--- config.mk ---
export PLATFORM = sky130hd
export DESIGN_NAME = scan_request_loader
export DESIGN_NICKNAME = d
export VERILOG_FILES = /design/src/rtl/scan_request_loader.sv
export SDC_FILE = /design/constraint.sdc
export NUM_CORES = 2
export LEC_CHECK = 0
export ABC_AREA = 1
export ABC_CLOCK_PERIOD_IN_PS = 5440
export BUFFER_PORTS_ARGS = -buffer_cell sky130_fd_sc_hd__buf_2
export CORE_MARGIN = 2
export CORE_UTILIZATION = 30
export DETAILED_ROUTE_END_ITERATION = 7
export HOLD_SLACK_MARGIN = 0.12
export PLACE_DENSITY = 0.55
export SYNTH_ARGS = -nofsm -noshare
export SYNTH_HDL_FRONTEND = slang
export SYNTH_SLANG_ARGS = --single-unit
--- constraint.sdc ---
create_clock -name clk -period 5.44 [get_ports clk]
set_input_delay 0.544 -clock clk [delete_from_list [all_inputs] [get_ports clk]]
set_output_delay 0.544 -clock clk [all_outputs]
set_load 0.01 [all_outputs]
--- src/rtl/scan_request_loader.sv ---
// Assembles 24 template words and a 64-bit threshold from a word stream and issues a start strobe.
// Optional frame checksum word enabled by SCAN_REQUEST_CHECKSUM_EN.
module scan_request_loader (
    input  logic        clk,
    input  logic        rstn,
    input  logic [31:0] in_data,
    input  logic        in_valid,
    output logic        in_ready,
    input  logic        in_abort,
    input  logic        busy,
    output logic        start,
    output logic [31:0] blobby [24],
    output logic [63:0] threshold,
    output logic        error
);

    typedef enum logic [1:0] {COLLECT, PENDING, FIRE} state_t;

`ifdef SCAN_REQUEST_CHECKSUM_EN
    localparam logic [4:0] LAST = 5'd26;
`else
    localparam logic [4:0] LAST = 5'd25;
`endif

    state_t      state;
    logic [4:0]  cnt;
    logic [31:0] stage [24];
    logic [63:0] stage_thr;

`ifdef SCAN_REQUEST_CHECKSUM_EN
    logic [31:0] acc;
    logic        err;
    assign error = err;
`else
    assign error = 1'b0;
`endif

    assign in_ready = rstn && (state == COLLECT);

    always_ff @(posedge clk) begin
        if (!rstn) begin
            state     <= COLLECT;
            cnt       <= '0;
            start     <= 1'b0;
            threshold <= '0;
            for (int unsigned i = 0; i < 24; i++) begin
                blobby[i] <= '0;
            end
`ifdef SCAN_REQUEST_CHECKSUM_EN
            acc <= '0;
            err <= 1'b0;
`endif
        end else begin
            start <= 1'b0;
`ifdef SCAN_REQUEST_CHECKSUM_EN
            err   <= 1'b0;
`endif
            case (state)
                COLLECT: begin
                    if (in_abort) begin
                        cnt <= '0;
`ifdef SCAN_REQUEST_CHECKSUM_EN
                        acc <= '0;
`endif
                    end else if (in_valid) begin
                        if (cnt < 5'd24) begin
                            stage[cnt] <= in_data;
                        end else if (cnt == 5'd24) begin
                            stage_thr[31:0] <= in_data;
                        end else if (cnt == 5'd25) begin
                            stage_thr[63:32] <= in_data;
                        end
                        if (cnt == LAST) begin
                            cnt <= '0;
`ifdef SCAN_REQUEST_CHECKSUM_EN
                            acc <= '0;
                            if (in_data == acc) begin
                                state <= PENDING;
                            end else begin
                                err <= 1'b1;
                            end
`else
                            state <= PENDING;
`endif
                        end else begin
                            cnt <= cnt + 5'd1;
`ifdef SCAN_REQUEST_CHECKSUM_EN
                            acc <= acc ^ in_data;
`endif
                        end
                    end
                end
                PENDING: begin
                    // Outputs only change here, so they stay stable between requests.
                    if (in_abort) begin
                        state <= COLLECT;
                    end else if (!busy) begin
                        state     <= FIRE;
                        start     <= 1'b1;
                        blobby    <= stage;
                        threshold <= stage_thr;
                    end
                end
                FIRE: begin
                    state <= COLLECT;
                end
                default: begin
                    state <= COLLECT;
                end
            endcase
        end
    end

endmodule

==> impl_metrics.prom <==
# TYPE chip_impl_metric gauge
chip_impl_info{name="run_status",value="complete, no violations"} 1
chip_impl_metric{name="initial_antenna_violation_count",unit=""} 29
chip_impl_info{name="clock_tree_from_tritoncts",value="built"} 1
chip_impl_metric{name="report.final.setup_viol",unit=""} 0
chip_impl_metric{name="globalplace.congestion",unit=""} 0.806
chip_impl_metric{name="crit_path_max_fanout",unit=""} 100
chip_impl_metric{name="initial_utilization",unit="%"} 30.2
chip_impl_metric{name="fmax",unit="GHz"} 0.285
chip_impl_metric{name="placement_rows",unit=""} 155
chip_impl_metric{name="yosys.area.top_type_share",unit="%"} 46.4
chip_impl_metric{name="first_global_vias",unit=""} 34400
chip_impl_info{name="synth_largest_area_cell",value="sky130_fd_sc_hd__edfxtp_1"} 1
chip_impl_metric{name="die_area",unit="um^2"} 183000
chip_impl_metric{name="synthesis.yosys.warnings",unit=""} 0
chip_impl_metric{name="drt_wl_total",unit="mm"} 190
chip_impl_metric{name="fin_tns_setup",unit="ps"} 0
chip_impl_metric{name="finClkSkew",unit="ps"} 58.0
chip_impl_metric{name="syn_to_final_growth",unit="%"} 24.1
chip_impl_info{name="netlist_top_cells_area",value="sky130_fd_sc_hd__edfxtp_1 (46%), sky130_fd_sc_hd__dfxtp_1 (31%), sky130_fd_sc_hd__nor2_1 (12%)"} 1
chip_impl_metric{name="grtUsageMet3",unit="%"} 4.20
chip_impl_metric{name="postCtsSetupBuffers",unit=""} 0
chip_impl_metric{name="die-height",unit="um"} 428
chip_impl_info{name="yosys-top-cells-count",value="sky130_fd_sc_hd__nor2_1 (1705), sky130_fd_sc_hd__dfxtp_1 (840), sky130_fd_sc_hd__o21ai_0 (834), sky130_fd_sc_hd__edfxtp_1 (832), sky130_fd_sc_hd__clkbuf_1 (182)"} 1
chip_impl_metric{name="cts-root-to-sink-buffers",unit=""} 3
chip_impl_metric{name="grt_pass1_wl",unit="mm"} 259
chip_impl_metric{name="arrival",unit="ps"} 4250
chip_impl_metric{name="ys_ff_latch",unit=""} 1672
chip_impl_metric{name="max_cap_viol_count",unit=""} 0
chip_impl_metric{name="globalRouteOverflowTotal",unit=""} 0
chip_impl_metric{name="avgRoutedWirePerCell",unit="um"} 23.9
chip_impl_metric{name="synth_area",unit="um^2"} 53900
chip_impl_metric{name="global_route.usage.total",unit="%"} 19.9
chip_impl_metric{name="io_count",unit=""} 872
chip_impl_metric{name="power_per_cell_area",unit="nW/um^2"} 385
chip_impl_metric{name="syn_nets",unit=""} 4599
chip_impl_metric{name="asyncSetResetFlopFracSynth",unit="%"} 0
chip_impl_metric{name="slew_headroom",unit="%"} 21.5
chip_impl_info{name="cpMaxStageDelayCell",value="sky130_fd_sc_hd__buf_4"} 1
chip_impl_metric{name="power.static_leakage",unit="nW"} 25.4
chip_impl_metric{name="worst_ep_required_time",unit="ps"} 6180
chip_impl_metric{name="vdd_ir_drop_max",unit="V"} 0.000294
chip_impl_info{name="timing.hold.worst.class",value="in -> reg"} 1
chip_impl_metric{name="synthesis.area_per_instance",unit="um^2"} 11.8
chip_impl_metric{name="synth_enable_flop_cells",unit=""} 832
chip_impl_info{name="ys_dominant_reg_cell",value="sky130_fd_sc_hd__dfxtp_1"} 1
chip_impl_metric{name="cts.reportedPaths.clkPinSlew",unit="ps"} 60
chip_impl_metric{name="clock_buffer_count_from_cts",unit=""} 174
chip_impl_info{name="cts_root_buf",value="sky130_fd_sc_hd__clkbuf_16"} 1
chip_impl_metric{name="vias_per_cell",unit=""} 4.67
chip_impl_metric{name="seq_area_frac_synth",unit="%"} 77.6
chip_impl_metric{name="final.hold.worst_slack",unit="ps"} 290
chip_impl_metric{name="final_antenna_net_count",unit=""} 0
chip_impl_metric{name="floorplan.die.width",unit="um"} 428
chip_impl_metric{name="worstMarginPinSlew",unit="ps"} 1180
chip_impl_metric{name="clk_latency",unit="ps"} 840
chip_impl_metric{name="initialDrtViolationCount",unit=""} 3535
chip_impl_info{name="top_usage_layer",value="met2"} 1
chip_impl_metric{name="num_vias",unit=""} 37000
chip_impl_metric{name="finalWorstPathRequiredPeriod",unit="ps"} 3510
chip_impl_info{name="worstSetupPathType",value="in -> reg"} 1
chip_impl_metric{name="postLayoutCoreUtil",unit="%"} 37.5
chip_impl_info{name="cp_launch_type",value="input pin"} 1
chip_impl_metric{name="clock-sinks",unit=""} 1672
chip_impl_info{name="synth.most_common_cell",value="sky130_fd_sc_hd__nor2_1"} 1
chip_impl_info{name="worstSetupEndpointType",value="flop"} 1
chip_impl_metric{name="htree_num_levels",unit=""} 4
chip_impl_info{name="path_cells",value="dlygate4sd3_1 > buf_8 > buf_4 > buf_4 > buf_4 > o21ai_0 > nor2_1"} 1
chip_impl_metric{name="grt_max_degree",unit=""} 220
chip_impl_metric{name="dp_hpwl",unit="mm"} 111
chip_impl_metric{name="numPortBuffers",unit=""} 870
chip_impl_metric{name="slew_viol_final",unit=""} 0
chip_impl_metric{name="grtUsageMet2",unit="%"} 35.7
chip_impl_metric{name="post_synth_num_cell_types",unit=""} 19
chip_impl_info{name="rsz_0062_raised_after_global_routing",value="false"} 1
chip_impl_info{name="path_common_cell",value="sky130_fd_sc_hd__buf_4"} 1
chip_impl_metric{name="fin_nets",unit=""} 5459
chip_impl_metric{name="cpPeakStageDelay",unit="ps"} 860
chip_impl_metric{name="drc",unit=""} 0
chip_impl_metric{name="coreArea",unit="um^2"} 178000
chip_impl_metric{name="drt_first_pass_iters",unit=""} 5
chip_impl_metric{name="part_of_the_cycle_the_worst_path_needs",unit="%"} 64.5
chip_impl_metric{name="netlist_instances",unit=""} 4558
chip_impl_metric{name="drive_above_1_share",unit="%"} 22.5
chip_impl_metric{name="final_hold_viol_count",unit=""} 0
chip_impl_metric{name="global_route.usage.met1",unit="%"} 22.8
final cells by class:
| cell class | count | area [um^2] |
|---|---|---|
| Timing Repair Buffer | 963 | 5210 |
| Antenna cell | 10 | 25.0 |
| Fill cell | 17400 | 112000 |
| Clock buffer | 245 | 4880 |
| Tap cell | 2355 | 2950 |
| Clock inverter | 83 | 938 |
| Sequential cell | 1672 | 41800 |
| Multi-Input combinational cell | 2590 | 11000 |
| Inverter | 17 | 71.3 |
critical path: cells and delay by family:
family,cells,cell delay (ps)
simple gates,1,130
buf+inv,5,3220
compound gates,1,230
routing by layer:
layer	vias to the layer above	share of wire, %	wire length, um
li1	17100	-	-
met1	18200	37	69800
met2	1392	52	98500
met3	315	6.9	13000
met4	4	4.4	8370
met5	-	0.014	27
placed cells by master (no fill, tap or decap), types with 11 or more instances in the layout:
cell type,instances
sky130_fd_sc_hd__buf_12,11
sky130_fd_sc_hd__buf_2,869
sky130_fd_sc_hd__buf_4,79
sky130_fd_sc_hd__clkbuf_1,46
sky130_fd_sc_hd__clkbuf_16,175
sky130_fd_sc_hd__clkbuf_8,24
sky130_fd_sc_hd__clkinv_1,20
sky130_fd_sc_hd__clkinv_2,24
sky130_fd_sc_hd__dfxtp_1,840
sky130_fd_sc_hd__edfxtp_1,832
sky130_fd_sc_hd__inv_1,16
sky130_fd_sc_hd__nand2_1,27
sky130_fd_sc_hd__nand3_1,11
sky130_fd_sc_hd__nor2_1,1680
sky130_fd_sc_hd__nor2_4,25
sky130_fd_sc_hd__o21ai_0,834
worst paths after layout:
kind | from | end | slack (ps) | cells after the start
worst max-delay path | rstn | threshold[48] | 1930 | 7
worst min-delay path | in_valid | cnt[0] | 290 | 5
worst max register to register | state[0] | stage[106] | 2360 | 8
worst min register to register | stage[74] | blobby[74] | 460 | 2
state kept, by name, indices dropped and copies added, names as in the netlist:
signal,cells
start,1
blobby,768
stage,768
stage_thr,64
state,2
cnt,5
threshold,64
stage by stage:
stage / instance area (um^2) / cells / worst slack, ps / power [mW]
6_report: 66900 / 7935 / 1930 / 25.8
5_1_grt: 66900 / 7927 / 1670 / 26.6
4_1_cts: 66900 / 7925 / 1900 / 26.0
3_5_place_dp: 61000 / 7594 / 1600 / 14.1
3_3_place_gp: 61000 / 7594 / 1590 / 14.1
2_1_floorplan: 53900 / 4558 / 1670 / 13.7
kinds of logic after synthesis:
kind of cell | after synthesis | synth area share [%]
AOI/OAI and AO/OA | 837 | 7.77
adders and majority gates | 4 | 0.0929
buffers and inverters | 296 | 2.35
DFF | 1672 | 77.6
other | 1 | 0.00696
and+or+nand+nor | 1748 | 12.2
where the power goes:
| part | switching, mW | internal [mW] |
|---|---|---|
| Combinational | 0.497 | 0.100 |
| Clock | 5.16 | 6.78 |
| Sequential | 0.00468 | 13.2 |
| Total | 5.66 | 20.1 |
repair_timing:
action                    4_1_cts  5_1_grt
hold endpoints to repair       66        0
hold buffers                    3        0
gates resized for setup         0        0
No activity file was read; power rests on OpenSTA's default activity.
